==> src/rtl/edge_window_monitor.sv <==
// edge_window_monitor: edge detector on a, with a b-response window check.
// Optional macro EDGE_WINDOW_MONITOR_FELL_EN enables the fell_o pulse.
module edge_window_monitor #(
   parameter int WINDOW = 4,
   parameter int CNT_W  = 8
) (
   input  logic             clk,
   input  logic             rst_n,
   input  logic             a,
   input  logic             b,
   input  logic             clr,
   output logic             rose_o,
   output logic             fell_o,
   output logic             pass_o,
   output logic             fail_o,
   output logic             busy_o,
   output logic [CNT_W-1:0] rose_cnt,
   output logic [CNT_W-1:0] fail_cnt
);

   typedef enum logic {IDLE, WAIT} state_t;

   localparam logic [3:0] LAST = 4'(WINDOW - 1);

   state_t     r_state;
   state_t     w_state_nxt;
   logic [3:0] r_timer;
   logic [3:0] w_timer_nxt;
   logic       r_a_prev;
   logic       w_rise;
   logic       w_pass;
   logic       w_fail;

   assign w_rise = a & ~r_a_prev;
   assign busy_o = (r_state == WAIT);

   // state register and timer
   always_ff @(posedge clk) begin
      if (!rst_n) begin
         r_state <= IDLE;
         r_timer <= '0;
      end else begin
         r_state <= w_state_nxt;
         r_timer <= w_timer_nxt;
      end
   end

   // next state: window timing, pass/fail decision, back-to-back reopen
   always_comb begin
      w_state_nxt = r_state;
      w_timer_nxt = r_timer;
      w_pass      = 1'b0;
      w_fail      = 1'b0;
      if (clr) begin
         w_state_nxt = IDLE;
         w_timer_nxt = '0;
      end else begin
         case (r_state)
            IDLE: begin
               if (w_rise) begin
                  w_state_nxt = WAIT;
                  w_timer_nxt = '0;
               end
            end
            WAIT: begin
               if (b) begin
                  w_pass      = 1'b1;
                  w_state_nxt = IDLE;
                  w_timer_nxt = '0;
               end else if (r_timer == LAST) begin
                  w_fail      = 1'b1;
                  w_state_nxt = IDLE;
                  w_timer_nxt = '0;
               end else begin
                  w_timer_nxt = r_timer + 4'd1;
               end
               // a rise on the closing edge starts the next window at once
               if ((w_pass | w_fail) && w_rise) begin
                  w_state_nxt = WAIT;
                  w_timer_nxt = '0;
               end
            end
            default: begin
               w_state_nxt = IDLE;
               w_timer_nxt = '0;
            end
         endcase
      end
   end

   // edge history and registered pulse outputs
   always_ff @(posedge clk) begin
      if (!rst_n) begin
         r_a_prev <= 1'b0;
         rose_o   <= 1'b0;
         pass_o   <= 1'b0;
         fail_o   <= 1'b0;
      end else begin
         r_a_prev <= a;
         rose_o   <= w_rise;
         pass_o   <= w_pass;
         fail_o   <= w_fail;
      end
   end

`ifdef EDGE_WINDOW_MONITOR_FELL_EN
   logic r_fell;

   // falling-edge pulse
   always_ff @(posedge clk) begin
      if (!rst_n) r_fell <= 1'b0;
      else        r_fell <= ~a & r_a_prev;
   end

   assign fell_o = r_fell;
`else
   assign fell_o = 1'b0;
`endif

   // saturating event counters, cleared by clr
   always_ff @(posedge clk) begin
      if (!rst_n) begin
         rose_cnt <= '0;
         fail_cnt <= '0;
      end else if (clr) begin
         rose_cnt <= '0;
         fail_cnt <= '0;
      end else begin
         if (w_rise && rose_cnt != '1) rose_cnt <= rose_cnt + 1'b1;
         if (w_fail && fail_cnt != '1) fail_cnt <= fail_cnt + 1'b1;
      end
   end

endmodule
==> config.mk <==
export PLATFORM = sky130hd
export DESIGN_NAME = edge_window_monitor
export DESIGN_NICKNAME = d
export VERILOG_FILES = /design/src/rtl/edge_window_monitor.sv
export SDC_FILE = /design/constraint.sdc
export NUM_CORES = 1
export LEC_CHECK = 0
export BUFFER_PORTS_ARGS = -buffer_cell sky130_fd_sc_hd__buf_2
export CORE_ASPECT_RATIO = 0.5
export CORE_MARGIN = 2
export CORE_UTILIZATION = 30
export DETAILED_ROUTE_END_ITERATION = 12
export PLACE_DENSITY = 0.56
export SLEW_MARGIN = 5
export SYNTH_ARGS = -nofsm -noshare
export SYNTH_HDL_FRONTEND = slang
export SYNTH_SLANG_ARGS = --single-unit
==> constraint.sdc <==
create_clock -name clk -period 2.18 [get_ports clk]
set_input_delay 0.109 -clock clk [delete_from_list [all_inputs] [get_ports clk]]
set_output_delay 0.109 -clock clk [all_outputs]
set_load 0.01 [all_outputs]
==> flow_summary.json, run 1 <==
{
  "synth_async_sr_flop_share": 0,
  "vias_in_the_first_global_route": 948,
  "timing_max_transition_violations_final": 0,
  "drtPass1Iterations": 5,
  "tcrit_tclk_final": 0.8728,
  "finClkSkew_ns": 0.003296,
  "p_clk_frac": 0.356,
  "synth.ff_latch_count": 25,
  "clock_sink_count": 25,
  "syn_area_um2": 1179,
  "min-delay-path-class": "input pin to flop",
  "yosys.area.top_type_share": 0.4246,
  "grt_antenna_before_repair": 0,
  "multi_input_gate_area_in_the_final_layout_um2": 648.1,
  "cp_top_family": "simple AND/OR/NAND/NOR gates",
  "clock_tree.buffer_depth": 2,
  "floorplan.initialDensity": 0.3066,
  "cellInternalPower_uw": 602.4,
  "timing.slew.headroom": 0.6662,
  "worstReg2RegEnd": "fail_cnt[4]",
  "power_frac_seq": 0.596,
  "endpoint_kind_of_the_worst_setup_timing_path": "flop",
  "post-cts-setup-buffers": 0,
  "worst_path_max_delay_cell": "sky130_fd_sc_hd__or4b_1",
  "grt_setup_unrepaired": "false",
  "fp-row-count": 16,
  "core-area_um2": 3844,
  "max-cap-violations": 0,
  "worstSetupPathType": "flop to flop",
  "die-height_um": 48.32,
  "initialDrtViolationCount": 42,
  "startpoint_kind_of_the_worst_setup_timing_path": "flop",
  "utilization": 0.3646,
  "cp_data_required_time_ns": 2.35,
  "worstHoldStart": "a",
  "final_nets": 173,
  "synth_top_cells_by_area": "sky130_fd_sc_hd__dfxtp_1, sky130_fd_sc_hd__nor2_1, sky130_fd_sc_hd__a21oi_1, sky130_fd_sc_hd__nand2_1, sky130_fd_sc_hd__a211oi_1",
  "antenna_cells_inserted": 0,
  "dominantRegCellSynth": "sky130_fd_sc_hd__dfxtp_1",
  "min_delay_path_depth": 2,
  "synth.avg_cell_area_um2": 8.479,
  "avgRoutedWirePerCell_um": 11.60,
  "power-per-cell-area_nw_per_um2": 555.5,
  "timing.reg2reg.worst_path_depth": 5,
  "hold_violations": 0,
  "dpl.hpwl_um": 1894,
  "synth_warnings": 0,
  "chipWidth_um": 92.64,
  "routed-via-count": 1090,
  "comb_power_share": 0.047,
  "worstPathBufferInverterCount": 0,
  "ant_nets": 0,
  "data_arrival_critical_path_ns": 2.07,
  "layout_overhead_on_the_synthesized_area_pct": 18.90,
  "worstSkewPairLatency_ns": 0.27,
  "fin_tns_setup_ns": 0,
  "drive_gt1_frac": 0.2134,
  "irDropWorstVdd_uv": 190.2,
  "clock.fmax_mhz": 525.6,
  "timing.critical_path.slowest_cell_delay_ns": 0.52,
  "postCtsHoldBufs": 0,
  "yosysSeqAreaShare": 0.4246,
  "layout_min_cycle_time_ns": 1.903,
  "power.share.switching": 0.2262,
  "syn-num-nets": 147,
  "route.final.wire_length_um": 2529,
  "layout.filler_cells": 414,
  "routed_via_density": 5.000,
  "ioPinCount": 26,
  "root_buffer": "sky130_fd_sc_hd__clkbuf_8",
  "pin_count_of_the_biggest_net_entering_global_routing": 15,
  "synth-edff-count": 0,
  "synth_cells": 139,
  "run_status": "completed",
  "top_cells_by_instance_count_after_synthesis": "sky130_fd_sc_hd__dfxtp_1, sky130_fd_sc_hd__nor2_1, sky130_fd_sc_hd__a21oi_1, sky130_fd_sc_hd__nand2_1, sky130_fd_sc_hd__nor3_1",
  "floorplan.die_area_um2": 4476,
  "leakage_uw": 0.0005455,
  "grt_first_pass_wirelength_um": 4243,
  "crit_path_cell_trace": "ha_1 -> nor3b_4 -> nand3_2 -> or4b_1 -> o211a_1",
  "yosysMostFrequentCell": "sky130_fd_sc_hd__dfxtp_1",
  "setup-violations-final": 0,
  "regArea_um2": 500.5,
  "power.net_switching_uw": 176.1,
  "total_global_routing_track_utilization": 0.1189,
  "hold_slack_ns": 0.08066,
  "cts.reportedPaths.clkPinSlew_ns": 0.09,
  "htree_levels": 1,
  "remaining_drc_errors": 0,
  "critPathMaxFanout": 8,
  "min_delay_worst_endpoint": "r_a_prev",
  "total_grt_overflow": 0,
  "r2r_slack_ns": 0.28,
  "tritoncts": "done",
  "timing_worst_slew_pin_value_ns": 0.4997,
  "synth_top_cell_by_area": "sky130_fd_sc_hd__dfxtp_1",
  "reg2reg_from": "r_timer[0]",
  "post_cts_resize_count": 0,
  "gp_congestion": 0.8265,
  "synth.lib_cells_used.distinct": 41,
  "port_buffers": 24,
  "cts_inserted_buffers": 3
}
[cell usage in the layout, fill, tap and decap left out, drive strengths merged, types with 2 or more instances in the layout]
master and n:
nor2 18, mux2i 2, nor2b 2, inv 3
nand3b 2, and3 4, nor4 2, nand2 12
buf 25, nand4 3, clkbuf 3, nand3 6
a211oi 5, o21ai 6, nor3b 2, a31oi 2
ha 3, a21oi 12, nor3 7, dfxtp 25
and2 3
[final cells by class]
type | instances | share of cell area
clock buffers | 3 | 0.02946
clock inverters | 1 | 0.003571
inverters | 3 | 0.008036
multi-input cells | 107 | 0.4625
flip-flops and latches | 25 | 0.3571
well taps | 54 | 0.04821
repair buffers | 25 | 0.09107
[kinds of logic (layout without fill, tap and decap cells)]
group | count (synthesis) | count (layout) | synth area share
other | 1 | 1 | 0.003182
flip-flops | 25 | 25 | 0.4246
buffers and inverters | 7 | 32 | 0.02548
AO/OA/AOI/OAI | 33 | 33 | 0.1762
multiplexers | 2 | 2 | 0.01699
adder cells (fa/ha/maj) | 3 | 3 | 0.03185
AND/OR/NAND/NOR | 67 | 67 | 0.3142
XOR/XNOR | 1 | 1 | 0.007432
[state kept, by name, summed over array words and instances (netlist names)]
name and flops:
busy_o 1, rose_cnt 8, pass_o 1, r_timer 4, r_a_prev 1, rose_o 1, fail_o 1, fail_cnt 8
[stage by stage]
stage	instances	power [uW]	cell area (um^2)	setup WS (ns)
floorplan	139	498.8	1179	0.4482
global placement	214	512.5	1355	0.3618
detailed placement	214	512.8	1355	0.3004
CTS	218	791.4	1401	0.2862
global route	218	818.7	1401	0.1312
finish	218	778.5	1401	0.2773
[how the worst max path moves through the flow]
stage	end	slack [ns]	cells past startpoint	startpoint
floorplan	fail_cnt[4]	0.45	5	r_timer[0]
global placement	fail_cnt[4]	0.36	5	r_timer[0]
detailed placement	fail_cnt[4]	0.30	5	r_timer[0]
CTS	fail_cnt[4]	0.29	5	r_timer[0]
global route	fail_cnt[4]	0.13	5	r_timer[0]
finish	fail_cnt[4]	0.28	5	r_timer[0]
[power by group through the flow]
stage	Combinational, uW	Sequential, uW	Clock [uW]
after global placement	37.5	475	0
after CTS	37.4	465	289
after floorplan	22.9	476	0
after global routing	41.0	465	312
final	36.8	464	277
after detailed placement	37.6	475	0
[metal layers]
metal	global-route usage	wire length, um	vias up
met5	0	0	-
met4	0.03676	0	0
met3	0.04517	111	0
met2	0.1886	1185	25
met1	0.1515	1232	507
li1	-	-	558
Note: power is estimated with default switching activity, not from simulation.
==> inputs of run 2 (changes only) <==
==> constraint.sdc (replaced) <==
create_clock -name clk -period 2.3 [get_ports clk]
set_input_delay 0.115 -clock clk [delete_from_list [all_inputs] [get_ports clk]]
set_output_delay 0.115 -clock clk [all_outputs]
set_load 0.01 [all_outputs]
==> flow_summary.json, run 2 (same netlist as run 1, synthesis figures left out) <==
{
  "run_status": "completed",
  "timing_worst_slew_pin_value_ns": 0.7566,
  "dpl.hpwl_um": 1891,
  "timing.reg2reg.worst_path_depth": 5,
  "regArea_um2": 500.5,
  "worst_path_max_delay_cell": "sky130_fd_sc_hd__or4b_1",
  "routed-via-count": 1108,
  "routed_via_density": 5.106,
  "multi_input_gate_area_in_the_final_layout_um2": 648.1,
  "startpoint_kind_of_the_worst_setup_timing_path": "flop",
  "min_delay_path_depth": 2,
  "irDropWorstVdd_uv": 186.2,
  "grt_first_pass_wirelength_um": 4367,
  "clock_tree.buffer_depth": 2,
  "layout_commonest_cell": "sky130_fd_sc_hd__dfxtp_1",
  "totalPowerFinal_uw": 744.8,
  "antenna_cells_inserted": 0,
  "min-delay-path-class": "input pin to flop",
  "floorplan.initialDensity": 0.3066,
  "fin_tns_setup_ns": 0,
  "worstSetupStartpoint": "r_timer[0]",
  "total_grt_overflow": 0,
  "min_delay_worst_endpoint": "r_a_prev",
  "maxUsedRoutingLayer": "met4",
  "max-cap-violations": 0,
  "gp_congestion": 0.8339,
  "total_instance_count_after_detailed_placement": 213,
  "timing_max_transition_violations_final": 0,
  "fp-row-count": 16,
  "ant_nets": 0,
  "core-area_um2": 3844,
  "data_arrival_critical_path_ns": 2.10,
  "power-per-cell-area_nw_per_um2": 533.4,
  "worstHoldStart": "a",
  "vias_in_the_first_global_route": 977,
  "worstReg2RegEnd": "fail_cnt[4]",
  "timing.slew.headroom": 0.4956,
  "tritoncts": "done",
  "finish.instance_area_um2": 1396,
  "finClkSkew_ns": 0.002684,
  "root_buffer": "sky130_fd_sc_hd__clkbuf_8",
  "layout_overhead_on_the_synthesized_area_pct": 18.47,
  "postCtsHoldBufs": 0,
  "remaining_drc_errors": 0,
  "ioPinCount": 26,
  "floorplan.die_area_um2": 4476,
  "drt-met1-wl_um": 1268,
  "route.final.wire_length_um": 2547,
  "clock.fmax_mhz": 520.4,
  "finalNonFillerCells": 217,
  "final_nets": 172,
  "avgRoutedWirePerCell_um": 11.74,
  "initialDrtViolationCount": 50,
  "layout_top_registers": "fail_cnt: 8 flops, rose_cnt: 8 flops, r_timer: 4 flops",
  "utilization": 0.3633,
  "htree_levels": 1,
  "setup-violations-final": 0,
  "hold_violations": 0,
  "wl_met3_um": 93,
  "top_library_cells_by_usage_in_the_layout_fill_and_taps_aside": "sky130_fd_sc_hd__dfxtp_1, sky130_fd_sc_hd__buf_2, sky130_fd_sc_hd__nor2_1, sky130_fd_sc_hd__nand2_1, sky130_fd_sc_hd__a21oi_1",
  "cts_inserted_buffers": 3,
  "crit_path_cell_trace": "ha_1 -> nor3b_4 -> nand3_2 -> or4b_1 -> o211a_1",
  "r2r_slack_ns": 0.38,
  "clock_sink_count": 25,
  "post-cts-setup-buffers": 0,
  "tcrit_tclk_final": 0.8354,
  "chipWidth_um": 92.64,
  "worstSetupPathType": "flop to flop",
  "drive_gt1_frac": 0.2086,
  "layout.filler_cells": 433,
  "pin_count_of_the_biggest_net_entering_global_routing": 20,
  "leakage_uw": 0.0005373,
  "met2WireLength_um": 1171,
  "total_global_routing_track_utilization": 0.1220,
  "endpoint_kind_of_the_worst_setup_timing_path": "flop",
  "drtPass1Iterations": 4,
  "post_cts_resize_count": 0,
  "layout_min_cycle_time_ns": 1.921,
  "reg2reg_from": "r_timer[0]",
  "grt_setup_unrepaired": "false",
  "critPathMaxFanout": 8,
  "detailed_place.area_um2": 1348,
  "timing.critical_path.slowest_cell_delay_ns": 0.55,
  "worstSkewPairLatency_ns": 0.27,
  "grt_antenna_before_repair": 0,
  "die-height_um": 48.32,
  "cp_data_required_time_ns": 2.47,
  "port_buffers": 24,
  "cts.reportedPaths.clkPinSlew_ns": 0.09
}
-- run 2: layout make-up --
type	instances	share of cell area
Inverter	3	0.008065
Multi-Input combinational cell	107	0.4642
Sequential cell	25	0.3584
Timing Repair Buffer	24	0.08602
Tap cell	54	0.04839
Clock buffer	3	0.02957
Clock inverter	1	0.005376
-- run 2: through the flow --
step	setup slack [ns]	hold slack [ns]
2_1_floorplan	0.5682	0.2367
3_3_place_gp	0.4822	0.3701
3_5_place_dp	0.4331	0.3750
4_1_cts	0.4031	0.07358
5_1_grt	0.2393	0.07310
6_report	0.3786	0.08177
-- run 2: report_power, final --
group	total, uW	internal, uW	switching [uW]	leakage, uW
Combinational	33.8	12.1	21.7	0.000313
Sequential	440	437	3.64	0.000202
Clock	271	123	148	0.0000217
Total	745	572	173	0.000537
-- run 2: worst max path at each step --
stage | end | slack, ns | cells after the start
floorplan | fail_cnt[4] | 0.57 | 5
global placement | fail_cnt[4] | 0.48 | 5
detailed placement | fail_cnt[4] | 0.43 | 5
CTS | fail_cnt[4] | 0.40 | 5
global route | fail_cnt[4] | 0.24 | 5
finish | fail_cnt[4] | 0.38 | 5
-- run 2: critical path: cells and delay by family (launching register included) --
kind                       cells  cell delay, ns
and+or+nand+nor                3            1.10
DFF                            1            0.39
adders and majority gates      1            0.20
AOI/OAI and AO/OA              1            0.14
-- run 2: layer usage --
metal | global-route usage | up-vias
met5 | 0 | -
met4 | 0.03922 | 0
met3 | 0.04206 | 2
met2 | 0.1971 | 23
met1 | 0.1548 | 530
li1 | - | 553
